**src/rtl/tile_row_fetch_pkg.sv**
```systemverilog
// Shared definitions for tile_row_fetch.
//   - Fetch FSM state type (IDLE=0, REQ=1, WAIT=2, DONE=3)
//   - Default tile / row index widths and the derived ROM address width
package tile_row_fetch_pkg;

  localparam int unsigned TILE_W_DEF = 8;
  localparam int unsigned ROW_W_DEF  = 3;
  localparam int unsigned ADDR_W_DEF = TILE_W_DEF + ROW_W_DEF;

  typedef enum logic [1:0] {
    IDLE = 2'd0,
    REQ  = 2'd1,
    WAIT = 2'd2,
    DONE = 2'd3
  } fetch_state_t;

endpackage

```
**src/rtl/tile_row_fetch_row_mirror.sv**
```systemverilog
// row_mirror: combinational bit reversal of one tile row word, used to
// mirror a row horizontally (MSB = leftmost pixel).
// Ports:
//   din  in  DATA_WIDTH  row word as read from the pattern ROM
//   dout out DATA_WIDTH  bit-reversed row word
module row_mirror #(
  parameter int unsigned DATA_WIDTH = 8
) (
  input  logic [DATA_WIDTH-1:0] din,
  output logic [DATA_WIDTH-1:0] dout
);

  always_comb begin
    dout = '0;
    for (int unsigned i = 0; i < DATA_WIDTH; i++) begin
      dout[i] = din[DATA_WIDTH-1-i];
    end
  end

endmodule

```
**src/rtl/tile_row_fetch.sv**
```systemverilog
// tile_row_fetch: fetches one tile row from a fixed-latency synchronous
// pattern ROM and hands it to the ping-pong row buffer with a one-cycle
// write strobe. One strobe per accepted request; requests while busy are
// dropped and flagged on odrop.
//
// Optional feature macro: TILE_ROW_FETCH_FLIP_EN
//   defined   : latched iflip mirrors the row word (row_mirror instance)
//   undefined : iflip ignored, data passes straight through
//
// Ports:
//   iclk       in  1             clock
//   irst_n     in  1             asynchronous active-low reset
//   istart     in  1             fetch request pulse, honoured only in IDLE
//   itile      in  TILE_W        tile index, sampled with istart
//   irow       in  ROW_W         row index, sampled with istart
//   iflip      in  1             horizontal mirror request, sampled with istart
//   orom_en    out 1             ROM read enable, one-cycle pulse
//   orom_addr  out TILE_W+ROW_W  ROM address {tile,row}, holds last value
//   irom_data  in  DATA_WIDTH    ROM read data, valid ROM_LAT cycles after orom_en
//   odata      out DATA_WIDTH    row word, holds until the next owr
//   owr        out 1             write strobe to ping-pong buffer
//   obusy      out 1             fetch in progress (any state but IDLE)
//   odrop      out 1             one-cycle pulse: previous-cycle istart rejected
module tile_row_fetch
  import tile_row_fetch_pkg::*;
#(
  parameter int unsigned TILE_W     = TILE_W_DEF,
  parameter int unsigned ROW_W      = ROW_W_DEF,
  parameter int unsigned DATA_WIDTH = 8,
  parameter int unsigned ROM_LAT    = 2
) (
  input  logic                    iclk,
  input  logic                    irst_n,
  input  logic                    istart,
  input  logic [TILE_W-1:0]       itile,
  input  logic [ROW_W-1:0]        irow,
  input  logic                    iflip,
  output logic                    orom_en,
  output logic [TILE_W+ROW_W-1:0] orom_addr,
  input  logic [DATA_WIDTH-1:0]   irom_data,
  output logic [DATA_WIDTH-1:0]   odata,
  output logic                    owr,
  output logic                    obusy,
  output logic                    odrop
);

  // Wait counter covers ROM_LAT-1 for the legal latency range 1..7.
  localparam logic [2:0] CNT_INIT = 3'(ROM_LAT - 1);

  fetch_state_t            state, state_nxt;
  logic [2:0]              cnt;
  logic                    accept;
  logic                    capture;
  logic [DATA_WIDTH-1:0]   row_in;

`ifdef TILE_ROW_FETCH_FLIP_EN
  logic                    flip_q;
  logic [DATA_WIDTH-1:0]   row_mirrored;

  row_mirror #(
    .DATA_WIDTH (DATA_WIDTH)
  ) u_row_mirror (
    .din  (irom_data),
    .dout (row_mirrored)
  );

  assign row_in = flip_q ? row_mirrored : irom_data;

  always_ff @(posedge iclk or negedge irst_n) begin
    if (!irst_n) begin
      flip_q <= 1'b0;
    end else if (accept) begin
      flip_q <= iflip;
    end
  end
`else
  logic unused_iflip;

  assign unused_iflip = iflip;
  assign row_in       = irom_data;
`endif

  // Next state and decoded outputs; orom_en/owr/obusy decode straight from
  // the state register so they are zero while reset is held.
  always_comb begin
    state_nxt = state;
    orom_en   = 1'b0;
    owr       = 1'b0;
    obusy     = 1'b1;
    accept    = 1'b0;
    capture   = 1'b0;
    case (state)
      IDLE: begin
        obusy = 1'b0;
        if (istart) begin
          accept    = 1'b1;
          state_nxt = REQ;
        end
      end
      REQ: begin
        orom_en   = 1'b1;
        state_nxt = WAIT;
      end
      WAIT: begin
        // Counter at zero marks the cycle irom_data is valid.
        if (cnt == '0) begin
          capture   = 1'b1;
          state_nxt = DONE;
        end
      end
      DONE: begin
        owr       = 1'b1;
        state_nxt = IDLE;
      end
      default: state_nxt = IDLE;
    endcase
  end

  always_ff @(posedge iclk or negedge irst_n) begin
    if (!irst_n) begin
      state     <= IDLE;
      cnt       <= '0;
      orom_addr <= '0;
      odata     <= '0;
      odrop     <= 1'b0;
    end else begin
      state <= state_nxt;
      odrop <= istart & obusy;

      if (accept) begin
        orom_addr <= {itile, irow};
      end

      if (state == REQ) begin
        cnt <= CNT_INIT;
      end else if (state == WAIT && cnt != '0) begin
        cnt <= cnt - 3'd1;
      end

      if (capture) begin
        odata <= row_in;
      end
    end
  end

endmodule

```
**config.mk**
```make
export PLATFORM = sky130hd
export DESIGN_NAME = tile_row_fetch
export DESIGN_NICKNAME = d
export VERILOG_FILES = /design/src/rtl/tile_row_fetch_pkg.sv /design/src/rtl/tile_row_fetch_row_mirror.sv /design/src/rtl/tile_row_fetch.sv
export SDC_FILE = /design/constraint.sdc
export NUM_CORES = 1
export LEC_CHECK = 0
export ABC_AREA = 0
export CORE_MARGIN = 10
export CORE_UTILIZATION = 47
export CTS_BUF_LIST = sky130_fd_sc_hd__clkbuf_2
export DETAILED_ROUTE_END_ITERATION = 7
export PLACE_DENSITY_LB_ADDON = 0.25
export SLEW_MARGIN = 20
export SYNTH_ARGS = -nofsm -noshare
export SYNTH_HDL_FRONTEND = slang
export SYNTH_SLANG_ARGS = --single-unit
```
**constraint.sdc**
```tcl
create_clock -name iclk -period 2.6 [get_ports iclk]
set_input_delay 0.39 -clock iclk [delete_from_list [all_inputs] [get_ports iclk]]
set_output_delay 0.39 -clock iclk [all_outputs]
set_load 0.01 [all_outputs]
```
==> results_dict.tcl <==
set metrics [dict create \
    status "complete, no violations" \
    viasPerCell 4.728 \
    rr_startpoint "state[0]$_DFFE_PN0P_" \
    path_class "register to primary output" \
    rr_worst_depth 4 \
    gp_congestion 0.6894 \
    worst_path_most_repeated_cell "inv_1" \
    grt_pass1_wl_um 3546 \
    core_um2 2212 \
    hold_class "input port to async pin" \
    dp.cells 143 \
    synth.net_count 100 \
    overflow 0 \
    ys.warnings.count 0 \
    crit_chain "inv_1, ha_1, inv_1, clkdlybuf4s50_1" \
    area_growth_pct 45.07 \
    fin_crit_ns 2.119 \
    fin_skew_ns 0.001065 \
    cellLeakagePower_nw 0.7289 \
    drive_gt1_share_pct 26.05 \
    slew_headroom_pct 74.42 \
    rsz0062_at_grt "no" \
    cpMaxStageDelayCell "clkdlybuf4s50_1" \
    antenna_found_initial 0 \
    clockBufferDepth 2 \
    crit_required_ns 2.21 \
    cts_num_sinks 25 \
    port-buffer-count 44 \
    cp_num_cells 4 \
    grt.total_usage_pct 10.10 \
    avgSynthCellArea_um2 15.37 \
    critPathLaunchType "register" \
    first_pass_iters 4 \
    layout.cells.non_filler 147 \
    pin_count 46 \
    setup_viol 0 \
    antenna_cells 0 \
    synth_area_um2 1091 \
    worst_pin_slew_ns 0.3823 \
    routed_wl_um 2297 \
    hold_viol 0 \
    remaining_drc_errors 0 \
    r2r_end "orom_addr[2]$_DFFE_PN0P_" \
    rrSetupSlack_ns 1.03 \
    use_met1_pct 9.893 \
    h-tree-depth 1 \
    finalCritPeriodShare_pct 81.49 \
    dieArea_um2 4649 \
    cts_resized 0 \
    busiest_layer "met2" \
    power.density_nw_per_um2 1176 \
    num_vias 695 \
    slowest_delay_ns 0.53 \
    wl_per_cell_um 15.63 \
    worstPathArrival_ns 1.73 \
    detailed_place_hpwl_um 1866 \
    cts_tree "done" \
    fillerInstances 167 \
    irDropWorstVdd_mv 0.7991 \
    cts_buffers 3 \
    crit_path_end_kind "primary output" \
    fmax_mhz 472.0 \
    fin_util_pct 71.55 \
    ys_seq_elements 25 \
    grt_pass1_vias 780 \
    postCtsHoldBufs 0 \
    cts_setup_buffers 0 \
    finalMaxSlewViolations 0 \
    use_met2_pct 17.56 \
    nets 149 \
    initial_core_util_pct 49.32 \
    ys_types 14 \
    gr-usage-met3_pct 5.546 \
    critPathBufInv 3 \
    synthCells 71 \
    die_h_um 68.18 \
    cts-root-buf "clkbuf_2" \
    row_count 17 \
    worst_slack_ns 0.4812 \
    fp.dieW_um 68.18 \
    drv_cap 0 \
    grt_max_degree 26 \
    cp_top_family "buffers and inverters" \
    yosysSeqAreaShare_pct 57.34 \
    crit_fanout 5 \
    ant_nets 0 \
    fin_tns_setup_ns 0 \
    path_clk_slew_ns 0.21 \
    timing.hold.ws_ns 0.3819 \
    pre_cts_ws_ns 0.8616 \
    clock_latency_ns 0.32 \
    drt_iter0_drc 9 \
]
## worst max path at each step
stage                               from                 end  slack (ns)
floorplan             cnt[0]$_DFFE_PN0P_  cnt[1]$_DFFE_PN0P_        1.17
global route        state[1]$_DFFE_PN0P_               obusy        0.35
global placement    state[0]$_DFFE_PN0P_               obusy        0.90
CTS                 state[0]$_DFFE_PN0P_               obusy        0.44
finish              state[0]$_DFFE_PN0P_               obusy        0.48
detailed placement  state[0]$_DFFE_PN0P_               obusy        0.86
## Yosys cell counts, drive strengths merged
library cell / count / area share, %
nand2b: 1 / 0.57
buf: 1 / 1.0
o22a: 1 / 0.92
dfrtp: 25 / 57
inv: 7 / 2.4
nor2b: 1 / 1.3
mux2: 21 / 25
a211oi: 1 / 0.69
nand2: 2 / 1.1
ha: 6 / 6.9
nor2: 3 / 1.0
a21oi: 1 / 0.80
xnor2: 1 / 0.80
## metrics by stage
stage	area (µm²)	power, mW
4_1_cts	1583	1.891
3_3_place_gp	1563	1.702
2_1_floorplan	1091	1.253
5_1_grt	1583	1.992
3_5_place_dp	1563	1.743
6_report	1583	1.861
## where the power goes
part | switching [mW] | internal, mW | leakage [nW]
Clock | 0.106 | 0.0407 | 0.0166
Combinational | 0.382 | 0.647 | 0.417
Sequential | 0.103 | 0.582 | 0.296
Total | 0.591 | 1.27 | 0.729
## metal layers
metal | routed length, µm | vias to the layer above
met2 | 1082 | 32
li1 | - | 332
met3 | 297 | 4
met5 | 0 | -
met1 | 891 | 327
met4 | 25 | 0
## sequential cells by signal, indices dropped and copies added, names as in the netlist
signal	flops
orom_addr	11
cnt	3
odrop	1
odata	8
state	2
## cells by family (layout without fill, tap and decap cells)
logic type / after synthesis / after routing / synth area share, %
AOI/OAI and AO/OA: 3 / 3 / 2.409
xor gates and xnor gates: 1 / 1 / 0.8029
adders and majority gates: 6 / 6 / 6.881
buffers and inverters: 8 / 56 / 3.441
DFF: 25 / 25 / 57.34
muxes: 21 / 21 / 25.11
and+or+nand+nor: 7 / 7 / 4.014
## cell usage in the layout (no fill, tap or decap), drive strengths merged, types with 2 or more instances in the layout
cell type and instances:
clkdlybuf4s50 44, dfrtp 25, mux2 21, inv 7
ha 6, clkbuf 4, nor2 3, nand2 2
## cell type report
class	count	area [µm²]	share of cell area, %
flip-flops and latches	25	625.6	39.53
clock buffers	4	20.02	1.265
inverters	7	26.28	1.660
well taps	28	35.03	2.213
multi-input cells	38	427.9	27.04
repair buffers	45	447.9	28.30
Note: power is estimated with default switching activity, not from simulation.
